`src/rtl/mem_port_arbiter_if.sv`:
```
// Bundle of requester, memory-port and status signals around the unified memory arbiter.
// master = pipeline requesters plus memory model; slave = the arbiter itself.
interface mem_port_arbiter_if #(
    parameter int ISIZE = 32,
    parameter int DSIZE = 32,
    parameter int CNT_W = 16
);
    logic             if_req;
    logic [ISIZE-1:0] if_addr;
    logic             if_gnt;
    logic             if_rvalid;
    logic [DSIZE-1:0] if_rdata;

    logic             dm_req;
    logic             dm_we;
    logic [ISIZE-1:0] dm_addr;
    logic [DSIZE-1:0] dm_wdata;
    logic             dm_gnt;
    logic             dm_rvalid;
    logic [DSIZE-1:0] dm_rdata;

    logic             mem_wen;
    logic [ISIZE-1:0] mem_addr;
    logic [DSIZE-1:0] mem_data_in;
    logic [DSIZE-1:0] mem_data_out;

    logic [CNT_W-1:0] conflict_cnt;

    modport master (
        output if_req, if_addr, dm_req, dm_we, dm_addr, dm_wdata, mem_data_out,
        input  if_gnt, if_rvalid, if_rdata, dm_gnt, dm_rvalid, dm_rdata,
        input  mem_wen, mem_addr, mem_data_in, conflict_cnt
    );

    modport slave (
        input  if_req, if_addr, dm_req, dm_we, dm_addr, dm_wdata, mem_data_out,
        output if_gnt, if_rvalid, if_rdata, dm_gnt, dm_rvalid, dm_rdata,
        output mem_wen, mem_addr, mem_data_in, conflict_cnt
    );
endinterface

```
`src/rtl/mem_port_arbiter.sv`:
```
// Single-port memory arbiter between instruction fetch and the data stage: data wins
// contention until fetch has lost STARVE_LIMIT cycles in a row; read data returns one cycle later.
module mem_port_arbiter #(
    parameter int ISIZE        = 32,
    parameter int DSIZE        = 32,
    parameter int STARVE_LIMIT = 4,
    parameter int CNT_W        = 16
) (
    input  logic                 clk,
    input  logic                 rst,
    mem_port_arbiter_if.slave    bus
);
    localparam int SW = $clog2(STARVE_LIMIT + 1);
    localparam logic [SW-1:0]    STARVE_MAX = SW'(STARVE_LIMIT);
    localparam logic [CNT_W-1:0] CNT_MAX    = '1;

    typedef enum logic [1:0] {IDLE, FETCH, DATA} state_t;

    state_t           state_reg, state_next;
    logic [SW-1:0]    starve_reg, starve_next;
    logic [CNT_W-1:0] conflict_reg;
    logic             dm_rvalid_reg;
    logic [DSIZE-1:0] if_rdata_reg, dm_rdata_reg;

    logic             if_gnt, dm_gnt, contended;
    logic             mem_wen;
    logic [ISIZE-1:0] mem_addr;
    logic [DSIZE-1:0] mem_data_in;

    assign contended = bus.if_req & bus.dm_req;

    always_comb begin
        if_gnt      = 1'b0;
        dm_gnt      = 1'b0;
        mem_wen     = 1'b0;
        mem_addr    = '0;
        mem_data_in = '0;
        state_next  = IDLE;
        starve_next = starve_reg;
        if (!rst) begin
            // Data normally wins contention; fetch is forced through once it has starved long enough.
            if (contended) begin
                if (starve_reg == STARVE_MAX) if_gnt = 1'b1;
                else                          dm_gnt = 1'b1;
            end else if (bus.if_req) begin
                if_gnt = 1'b1;
            end else if (bus.dm_req) begin
                dm_gnt = 1'b1;
            end

            if (if_gnt) begin
                mem_addr   = bus.if_addr;
                state_next = FETCH;
            end else if (dm_gnt) begin
                mem_addr    = bus.dm_addr;
                mem_data_in = bus.dm_wdata;
                mem_wen     = bus.dm_we;
                state_next  = DATA;
            end

            if (bus.if_req && !if_gnt && starve_reg != STARVE_MAX)
                starve_next = starve_reg + 1'b1;
            else if (!bus.if_req || if_gnt)
                starve_next = '0;
        end
    end

    always_ff @(posedge clk) begin
        if (rst) begin
            state_reg     <= IDLE;
            starve_reg    <= '0;
            conflict_reg  <= '0;
            dm_rvalid_reg <= 1'b0;
            if_rdata_reg  <= '0;
            dm_rdata_reg  <= '0;
        end else begin
            state_reg     <= state_next;
            starve_reg    <= starve_next;
            dm_rvalid_reg <= dm_gnt & ~bus.dm_we;
            if (if_gnt)
                if_rdata_reg <= bus.mem_data_out;
            if (dm_gnt && !bus.dm_we)
                dm_rdata_reg <= bus.mem_data_out;
            if (contended && conflict_reg != CNT_MAX)
                conflict_reg <= conflict_reg + 1'b1;
        end
    end

    // A fetch owner last cycle is exactly the condition for a fetch response now.
    assign bus.if_rvalid    = (state_reg == FETCH);
    assign bus.dm_rvalid    = dm_rvalid_reg;
    assign bus.if_rdata     = if_rdata_reg;
    assign bus.dm_rdata     = dm_rdata_reg;
    assign bus.if_gnt       = if_gnt;
    assign bus.dm_gnt       = dm_gnt;
    assign bus.mem_wen      = mem_wen;
    assign bus.mem_addr     = mem_addr;
    assign bus.mem_data_in  = mem_data_in;
    assign bus.conflict_cnt = conflict_reg;
endmodule

```
`src/flat_wrapper.sv`:
```
// flat-port wrapper written by rule: the top's interface ports become plain ports
module mem_port_arbiter_flat 
#(
    parameter int ISIZE        = 32,
    parameter int DSIZE        = 32,
    parameter int STARVE_LIMIT = 4,
    parameter int CNT_W        = 16
)
  (clk, rst, bus_if_req, bus_if_addr, bus_dm_req, bus_dm_we, bus_dm_addr, bus_dm_wdata, bus_mem_data_out, bus_if_gnt, bus_if_rvalid, bus_if_rdata, bus_dm_gnt, bus_dm_rvalid, bus_dm_rdata, bus_mem_wen, bus_mem_addr, bus_mem_data_in, bus_conflict_cnt);
  mem_port_arbiter_if #(.ISIZE(ISIZE), .DSIZE(DSIZE), .CNT_W(CNT_W)) bus_i ();
  input  logic clk;
  input  logic rst;
  input wire logic [$bits(bus_i.if_req)-1:0] bus_if_req;
  input wire logic [$bits(bus_i.if_addr)-1:0] bus_if_addr;
  input wire logic [$bits(bus_i.dm_req)-1:0] bus_dm_req;
  input wire logic [$bits(bus_i.dm_we)-1:0] bus_dm_we;
  input wire logic [$bits(bus_i.dm_addr)-1:0] bus_dm_addr;
  input wire logic [$bits(bus_i.dm_wdata)-1:0] bus_dm_wdata;
  input wire logic [$bits(bus_i.mem_data_out)-1:0] bus_mem_data_out;
  output wire logic [$bits(bus_i.if_gnt)-1:0] bus_if_gnt;
  output wire logic [$bits(bus_i.if_rvalid)-1:0] bus_if_rvalid;
  output wire logic [$bits(bus_i.if_rdata)-1:0] bus_if_rdata;
  output wire logic [$bits(bus_i.dm_gnt)-1:0] bus_dm_gnt;
  output wire logic [$bits(bus_i.dm_rvalid)-1:0] bus_dm_rvalid;
  output wire logic [$bits(bus_i.dm_rdata)-1:0] bus_dm_rdata;
  output wire logic [$bits(bus_i.mem_wen)-1:0] bus_mem_wen;
  output wire logic [$bits(bus_i.mem_addr)-1:0] bus_mem_addr;
  output wire logic [$bits(bus_i.mem_data_in)-1:0] bus_mem_data_in;
  output wire logic [$bits(bus_i.conflict_cnt)-1:0] bus_conflict_cnt;
  assign bus_i.if_req = bus_if_req;
  assign bus_i.if_addr = bus_if_addr;
  assign bus_i.dm_req = bus_dm_req;
  assign bus_i.dm_we = bus_dm_we;
  assign bus_i.dm_addr = bus_dm_addr;
  assign bus_i.dm_wdata = bus_dm_wdata;
  assign bus_i.mem_data_out = bus_mem_data_out;
  assign bus_if_gnt = bus_i.if_gnt;
  assign bus_if_rvalid = bus_i.if_rvalid;
  assign bus_if_rdata = bus_i.if_rdata;
  assign bus_dm_gnt = bus_i.dm_gnt;
  assign bus_dm_rvalid = bus_i.dm_rvalid;
  assign bus_dm_rdata = bus_i.dm_rdata;
  assign bus_mem_wen = bus_i.mem_wen;
  assign bus_mem_addr = bus_i.mem_addr;
  assign bus_mem_data_in = bus_i.mem_data_in;
  assign bus_conflict_cnt = bus_i.conflict_cnt;
  mem_port_arbiter #(.ISIZE(ISIZE), .DSIZE(DSIZE), .STARVE_LIMIT(STARVE_LIMIT), .CNT_W(CNT_W)) u_core (.clk(clk), .rst(rst), .bus(bus_i));
endmodule
```
`config.mk`:
```
export PLATFORM = sky130hd
export DESIGN_NAME = mem_port_arbiter_flat
export DESIGN_NICKNAME = d
export VERILOG_FILES = /design/src/rtl/mem_port_arbiter_if.sv /design/src/rtl/mem_port_arbiter.sv /design/src/flat_wrapper.sv
export SDC_FILE = /design/constraint.sdc
export NUM_CORES = 1
export LEC_CHECK = 0
export CORE_MARGIN = 2
export CORE_UTILIZATION = 35
export CTS_BUF_LIST = sky130_fd_sc_hd__clkbuf_16
export DETAILED_ROUTE_END_ITERATION = 10
export PLACE_DENSITY = 0.87
export RECOVER_POWER = 25
export SLEW_MARGIN = 15
export SYNTH_ARGS = -nofsm -noshare
export SYNTH_HDL_FRONTEND = slang
export SYNTH_SLANG_ARGS = --single-unit
```
`constraint.sdc`:
```
create_clock -name clk -period 2.7 [get_ports clk]
set_clock_uncertainty 0.2 [all_clocks]
set_input_delay 0.54 -clock clk [delete_from_list [all_inputs] [get_ports clk]]
set_output_delay 0.54 -clock clk [all_outputs]
set_load 0.005 [all_outputs]
```
==> out/metrics.csv, run 1 <==
stage,metric,value,unit
floorplan,DIE WIDTH,109,µm
grt,antenna violations before repair,1,
placement,pre-CTS WS,-0.382,ns
floorplan,die height,109,µm
drt,WL final,20.7,mm
grt,GRT Util Overall,32.2,%
clock_tree,H-tree levels,3,
power_and_ir_drop,Pint,2.49,mW
logic_synthesis,Synth Area per Inst,7.95,µm²
drt,WL per Instance,22.5,µm
placement,placed insts,887,
setup_path,Top delay family on crit path,buffers and inverters,
clock_tree,Post-CTS Hold Buffers,0,
floorplan,full die area,11900,µm²
sta,Slew HR,35.3,%
grt,global route overflow,0,
setup_path,end of the worst register-to-register path,u_core.bus.conflict_cnt[10]$_SDFFE_PP0P_,
logic_synthesis,Synth area leader,dfxtp_1,
logic_synthesis,share of the synthesized area in the top cell type,44.6,%
power_and_ir_drop,combinational power share,19.4,%
grt,largest net degree at the start of global routing,93,
logic_synthesis,synth cell count leaders,"nand2_1, dfxtp_1, a21oi_1, and3_1, a22o_1",
setup_path,Worst setup SP type,register,
logic_synthesis,Syn Inst Count,486,
clock_tree,number of CTS-inserted buffers,9,
clock_tree,total clock sinks,86,
power_and_ir_drop,switching share of power,23.9,%
clock_tree,maximum clock path buffer count,2,
drt,DRC viols,0,
sta,Fmax,0.369,GHz
placement,routability congestion estimate,0.974,
floorplan,# IOs,282,
setup_path,"slowest stage cell, crit path",dfxtp_2,
floorplan,Initial Util,35.8,%
sta,Final WS setup,-0.0116,ns
logic_synthesis,"Seq/Total Area, Yosys",44.6,%
power_and_ir_drop,sw power,0.781,mW
setup_path,Worst Path Buf+Inv,5,
setup_path,r2r startpoint,u_core.bus.conflict_cnt[0]$_SDFFE_PP0P_,
clock_tree,CTS tree,yes,
setup_path,crit-path max cell delay,0.34,ns
logic_synthesis,synthesis-stage register bit count,86,
final_layout,post-layout net count,911,
sta,WHS,0.253,ns
setup_path,critical-path cell list,"inv_2, ha_4, buf_4, nand3_4, and2_4, buf_6, buf_6, a22o_1, clkdlybuf4s15_2",
drt,first drt pass iteration count,5,
drt,Vias per Instance,5.34,
final_layout,final std cells w/o fill,921,
sta,# setup viols final,1,
power_and_ir_drop,part of the power in the clock network,39.8,%
logic_synthesis,Netlist Area Pre-Place,3860,µm²
setup_path,Worst Setup EP,bus_mem_addr[3],
setup_path,critical path class,register to output port,
power_and_ir_drop,Pwr per Cell Area,443,nW/µm²
clock_tree,Clock transition at path regs,0.06,ns
grt,first-pass GRT wire length,27.8,mm
setup_path,WP depth,9,
sta,"Slew Viols, Final",0,
setup_path,WP data required,1.96,ns
power_and_ir_drop,maximum vdd drop,417,µV
sta,RSZ-0062 raised after global routing,true,
setup_path,CP dominant cell by count,buf_6,
logic_synthesis,"Primary FF master, synth",dfxtp_1,
power_and_ir_drop,Reg power frac,40.8,%
placement,port buffer count,281,
floorplan,row cnt,38,
logic_synthesis,ys async rst share,0,%
outcome,failing checks,setup timing,
setup_path,Crit Path Max Fanout,13,
setup_path,Worst Reg2Reg Path Length in Cells,5,
setup_path,crit path launch,u_core.starve_reg[1]$_SDFFE_PP0P_,
logic_synthesis,Netlist cell types,36,
sta,"Hold Vio Cnt, Final",0,
logic_synthesis,Synth Warn #,0,
sta,actual slew at the worst max-slew pin,0.970,ns
logic_synthesis,syn nets,622,
run,max cap viols,0,
logic_synthesis,"count leader, synth",nand2_1,
setup_path,Crit. End Element,output port,
drt,DRT antenna net count,0,
clock_tree,Clock Tree Root,clkbuf_16,
setup_path,reg2reg setup slack,0.44,ns
outcome,status,"complete, but fails checks",
floorplan,core area,10800,µm²
power_and_ir_drop,Leakage Power,3.43,nW
drt,Starting DRT DRC Count,434,
final_layout,layout cells sized above 1,13.5,%
sta,crit path time final,2.71,ns
placement,Final HPWL DP,15.2,mm
logic_synthesis,"EDFF count, synth",0,
worst_hold_path,worst min path class,register to register,
setup_path,data arrival time of the critical path,1.97,ns
drt,total number of vias,4918,
final_layout,area delta synth->final,91.1,%
logic_synthesis,ranking of synthesized cells by area,"dfxtp_1, nand2_1, a21oi_1",
clock_tree,"Clk Latency, worst-skew pair",0.33,ns
sta,fin crit share,100,%
grt,number of global-route vias before repair,4533,
routing by layer:
metal	vias to the layer above	global-route usage (%)	routed length, µm
met5	-	0	0
met4	0	13.8	1020
met3	56	12.1	2400
met2	299	54.4	9720
met1	2307	36.3	7570
li1	2256	-	-
area by class of cell:
| type | count | area [µm²] |
|---|---|---|
| diodes | 2 | 5.00 |
| clock buffers | 9 | 225 |
| clock inverters | 6 | 88.8 |
| fillers | 852 | 3410 |
| inverters | 4 | 15.0 |
| multi-input cells | 358 | 2030 |
| flip-flops and latches | 86 | 1720 |
| well taps | 140 | 175 |
| repair buffers | 316 | 3120 |
timing repair:
| action | in CTS | in global routing |
|---|---|---|
| endpoints found under the setup margin | 67 | 61 |
| endpoints found under the hold margin | 0 | 0 |
| buffers inserted | 8 | 3 |
| gates cloned | 4 | 2 |
| pin swaps | 10 | 5 |
| gates resized for setup | 107 | 74 |
worst min path at each step:
stage | from | endpoint | slack, ns | depth (start not counted)
2_1_floorplan | u_core.bus.dm_rdata[0]$_SDFFE_PP0P_ | u_core.bus.dm_rdata[0]$_SDFFE_PP0P_ | 0.25 | 2
3_3_place_gp | u_core.bus.if_rdata[11]$_SDFFE_PP0P_ | u_core.bus.if_rdata[11]$_SDFFE_PP0P_ | 0.24 | 2
3_5_place_dp | u_core.bus.if_rdata[11]$_SDFFE_PP0P_ | u_core.bus.if_rdata[11]$_SDFFE_PP0P_ | 0.25 | 2
4_1_cts | u_core.bus.if_rdata[11]$_SDFFE_PP0P_ | u_core.bus.if_rdata[11]$_SDFFE_PP0P_ | 0.25 | 2
5_1_grt | u_core.bus.if_rdata[26]$_SDFFE_PP0P_ | u_core.bus.if_rdata[26]$_SDFFE_PP0P_ | 0.28 | 2
6_report | u_core.bus.if_rdata[14]$_SDFFE_PP0P_ | u_core.bus.if_rdata[14]$_SDFFE_PP0P_ | 0.25 | 2
power groups by stage:
stage	registers [mW]	logic, mW	clock network (mW)
global route	1.34	0.665	1.37
floorplan	1.36	0.161	0
global placement	1.36	0.619	0
finish	1.33	0.636	1.30
CTS	1.33	0.632	1.33
detailed placement	1.36	0.624	0
worst min-delay path, cell delays in order, from the launching register on:
cell,delay (ns)
dfxtp_1,0.31
nand2_1,0.05
a21oi_1,0.05
cell families (layout without fill, tap and decap cells):
kind of cell / count (synthesis) / in the layout / synth area share (%)
AND/OR/NAND/NOR: 229 / 229 / 28.3
AO/OA/AOI/OAI: 116 / 116 / 18.8
flip-flops: 86 / 86 / 44.6
buffers and inverters: 42 / 335 / 4.37
multiplexers: 10 / 10 / 2.95
adder cells (fa/ha/maj): 3 / 3 / 0.972
other: 0 / 2 / 0
metrics by stage:
| stage | power (mW) | cell area [µm²] | setup TNS, ns | utilization [%] |
|---|---|---|---|---|
| 3_3_place_gp | 1.98 | 6850 | -16.51 | 63.4 |
| 3_5_place_dp | 1.99 | 6850 | -18.82 | 63.4 |
| 2_1_floorplan | 1.52 | 3860 | 0 | - |
| 5_1_grt | 3.38 | 7380 | -0.0897 | 68.4 |
| 4_1_cts | 3.29 | 7320 | -1.35 | 67.8 |
| 6_report | 3.27 | 7380 | -0.0116 | 68.4 |
placed cells by master (no fill, tap or decap), types with 3 or more instances in the layout:
cell type	Yosys	layout
a21oi_1	73	73
a22o_1	32	32
and2_1	4	3
and3_1	36	36
and4_1	3	3
buf_2	9	15
buf_4	0	19
buf_6	0	7
buf_8	0	4
clkbuf_16	0	10
clkbuf_2	0	16
clkdlybuf4s50_1	0	211
dfxtp_1	86	84
dlygate4sd2_1	0	9
dlymetal6s2s_1	0	29
inv_1	4	3
mux2_2	7	7
nand2_1	135	134
nand3_1	8	7
nor2_1	14	13
nor2b_1	10	9
nor3_1	4	4
o31ai_1	3	3
or4_1	3	3
Note: power is estimated with default switching activity, not from simulation.
==> run 2: changes to the inputs <==
--- a/config.mk
+++ b/config.mk
@@ -8,6 +8,7 @@
 export CORE_MARGIN = 2
 export CORE_UTILIZATION = 35
 export CTS_BUF_LIST = sky130_fd_sc_hd__clkbuf_16
+export CTS_CLUSTER_DIAMETER = 200
 export DETAILED_ROUTE_END_ITERATION = 10
 export PLACE_DENSITY = 0.87
 export RECOVER_POWER = 25
==> constraint.sdc (replaced) <==
create_clock -name clk -period 2.9 [get_ports clk]
set_clock_uncertainty 0.2 [all_clocks]
set_input_delay 0.58 -clock clk [delete_from_list [all_inputs] [get_ports clk]]
set_output_delay 0.58 -clock clk [all_outputs]
set_load 0.005 [all_outputs]
==> run 2 against run 1 <==
  * The flow finishes with violations (capacitance limit, slew limit)
  * Non-clock buffer count down 16
  * Final cell count down 1.5%
  * Register-to-register slack improved by 0.15 ns
  * Die area stayed put
  * Sequential cell count unchanged
  * Critical path type is now input port to output port
  * Largest cell class unchanged
==> out/metrics.csv, run 2 (same netlist as run 1, synthesis figures left out) <==
stage,metric,value,unit
setup_path,data arrival time of the critical path,2.07,ns
setup_path,"slowest stage cell, crit path",clkdlybuf4s50_1,
setup_path,Worst Path Buf+Inv,3,
drt,WL final,19.3,mm
sta,Slew HR,-22.7,%
grt,largest net degree at the start of global routing,93,
final_layout,Final Util,66.7,%
drt,DRT antenna net count,0,
placement,routability congestion estimate,0.969,
clock_tree,Post-CTS Hold Buffers,0,
floorplan,core area,10800,µm²
power_and_ir_drop,Leakage Power,2.97,nW
outcome,status,"complete, but fails checks",
placement,Final HPWL DP,14.8,mm
final_layout,area of the multi-input gates,2010,µm²
final_layout,layout cells sized above 1,7.07,%
floorplan,# IOs,282,
sta,actual slew at the worst max-slew pin,1.84,ns
grt,number of global-route vias before repair,4623,
setup_path,crit-path max cell delay,0.59,ns
setup_path,Top delay family on crit path,buffers and inverters,
sta,crit path time final,2.85,ns
final_layout,final std cells w/o fill,907,
setup_path,Worst setup SP type,input port,
drt,WL per Instance,21.3,µm
setup_path,r2r startpoint,u_core.starve_reg[1]$_SDFFE_PP0P_,
clock_tree,maximum clock path buffer count,2,
worst_hold_path,Worst Hold Launch,u_core.bus.dm_rdata[0]$_SDFFE_PP0P_,
setup_path,WP data required,2.12,ns
final_layout,"most common cell after layout, fill and taps aside",clkdlybuf4s50_1,
sta,Sum Neg Setup Slack,0,ns
clock_tree,"Clk Latency, worst-skew pair",0.33,ns
clock_tree,Clock transition at path regs,0.07,ns
worst_hold_path,worst min path class,register to register,
floorplan,die height,109,µm
floorplan,DIE WIDTH,109,µm
clock_tree,total clock sinks,86,
drt,first drt pass iteration count,6,
final_layout,most frequent cells in the layout,"clkdlybuf4s50_1, nand2_1, dfxtp_1",
placement,port buffer count,281,
sta,fin crit share,98.2,%
sta,Fmax,0.351,GHz
setup_path,crit path launch,bus_dm_req,
sta,"Slew Viols, Final",93,
sta,# setup viols final,0,
power_and_ir_drop,maximum vdd drop,282,µV
placement,placed insts,883,
grt,GRT Util Overall,31.4,%
grt,antenna violations before repair,9,
floorplan,row cnt,38,
run,max cap viols,1,
clock_tree,number of CTS-inserted buffers,9,
setup_path,Crit. End Element,output port,
power_and_ir_drop,Pwr per Cell Area,412,nW/µm²
final_layout,area delta synth->final,86.2,%
final_layout,post-layout net count,895,
setup_path,critical path class,input port to output port,
clock_tree,H-tree levels,3,
floorplan,Initial Util,35.8,%
final_layout,filler cell count,920,
grt,global route overflow,0,
drt,total number of vias,4786,
outcome,failing checks,"capacitance limit, slew limit",
floorplan,full die area,11900,µm²
sta,"Hold Vio Cnt, Final",0,
drt,DRC viols,0,
final_layout,register area,1720,µm²
drt,Starting DRT DRC Count,376,
drt,Vias per Instance,5.28,
setup_path,Crit Path Max Fanout,35,
setup_path,critical-path cell list,"dlygate4sd2_1, nor2b_2, buf_6, and3_1, clkdlybuf4s50_1",
clock_tree,CTS tree,yes,
clock_tree,Clock Tree Root,clkbuf_16,
grt,first-pass GRT wire length,27.1,mm
## run 2: cell type report
type,instances,share of cell area (%)
repair buffers,300,41.3
diodes,3,0.104
flip-flops and latches,86,23.9
well taps,140,2.43
clock inverters,7,0.991
multi-input cells,358,27.9
clock buffers,9,3.13
inverters,4,0.209
## run 2: per-stage QoR
step                      setup slack (ns)  power (mW)  hold slack, ns  area (µm²)
after global placement              -0.201        1.84           0.241        6820
after floorplan                      0.544        1.42           0.253        3860
final                               0.0536        2.97           0.251        7200
after global routing               -0.0147        3.08           0.276        7190
after CTS                           0.0182        2.99           0.258        7190
after detailed placement            -0.303        1.85           0.248        6820
## run 2: path summary, 6_finish.rpt
kind                                                        endpoint  slack (ns)  depth (start not counted)
worst max-delay path                             bus_mem_data_in[12]        0.05                          5
worst min-delay path             u_core.bus.dm_rdata[0]$_SDFFE_PP0P_        0.25                          2
worst max register to register  u_core.bus.dm_rdata[31]$_SDFFE_PP0P_        0.59                          9
worst min register to register   u_core.bus.dm_rdata[0]$_SDFFE_PP0P_        0.25                          2
## run 2: timing repair
| item | in CTS | in global routing |
|---|---|---|
| endpoints found under the hold margin | 0 | 0 |
| setup endpoints to repair | 67 | 16 |
| gates resized for setup | 49 | 5 |
| pin swaps | 3 | 1 |
| cloned | 2 | 0 |
| buffers inserted | 3 | 0 |
## run 2: power breakdown
group	switching, mW	leakage (nW)	internal, mW
sequential	0.0214	0.700	1.22
combinational	0.232	2.12	0.347
clock	0.474	0.146	0.671
total	0.727	2.97	2.24
## run 2: metal layers
metal | share of wire, % | track usage [%] | up-vias | wire length [µm]
met1 | 36 | 33.8 | 2268 | 7030
met5 | 0.19 | 0 | - | 37
met2 | 46 | 51.0 | 231 | 8920
li1 | - | - | 2237 | -
met3 | 13 | 16.6 | 44 | 2560
met4 | 3.9 | 14.5 | 6 | 755
## run 2: tightest hold or removal path, cell delays in order, from the launching register on
cell	delay, ns
dfxtp_1	0.30
nand2_1	0.05
a21oi_1	0.05
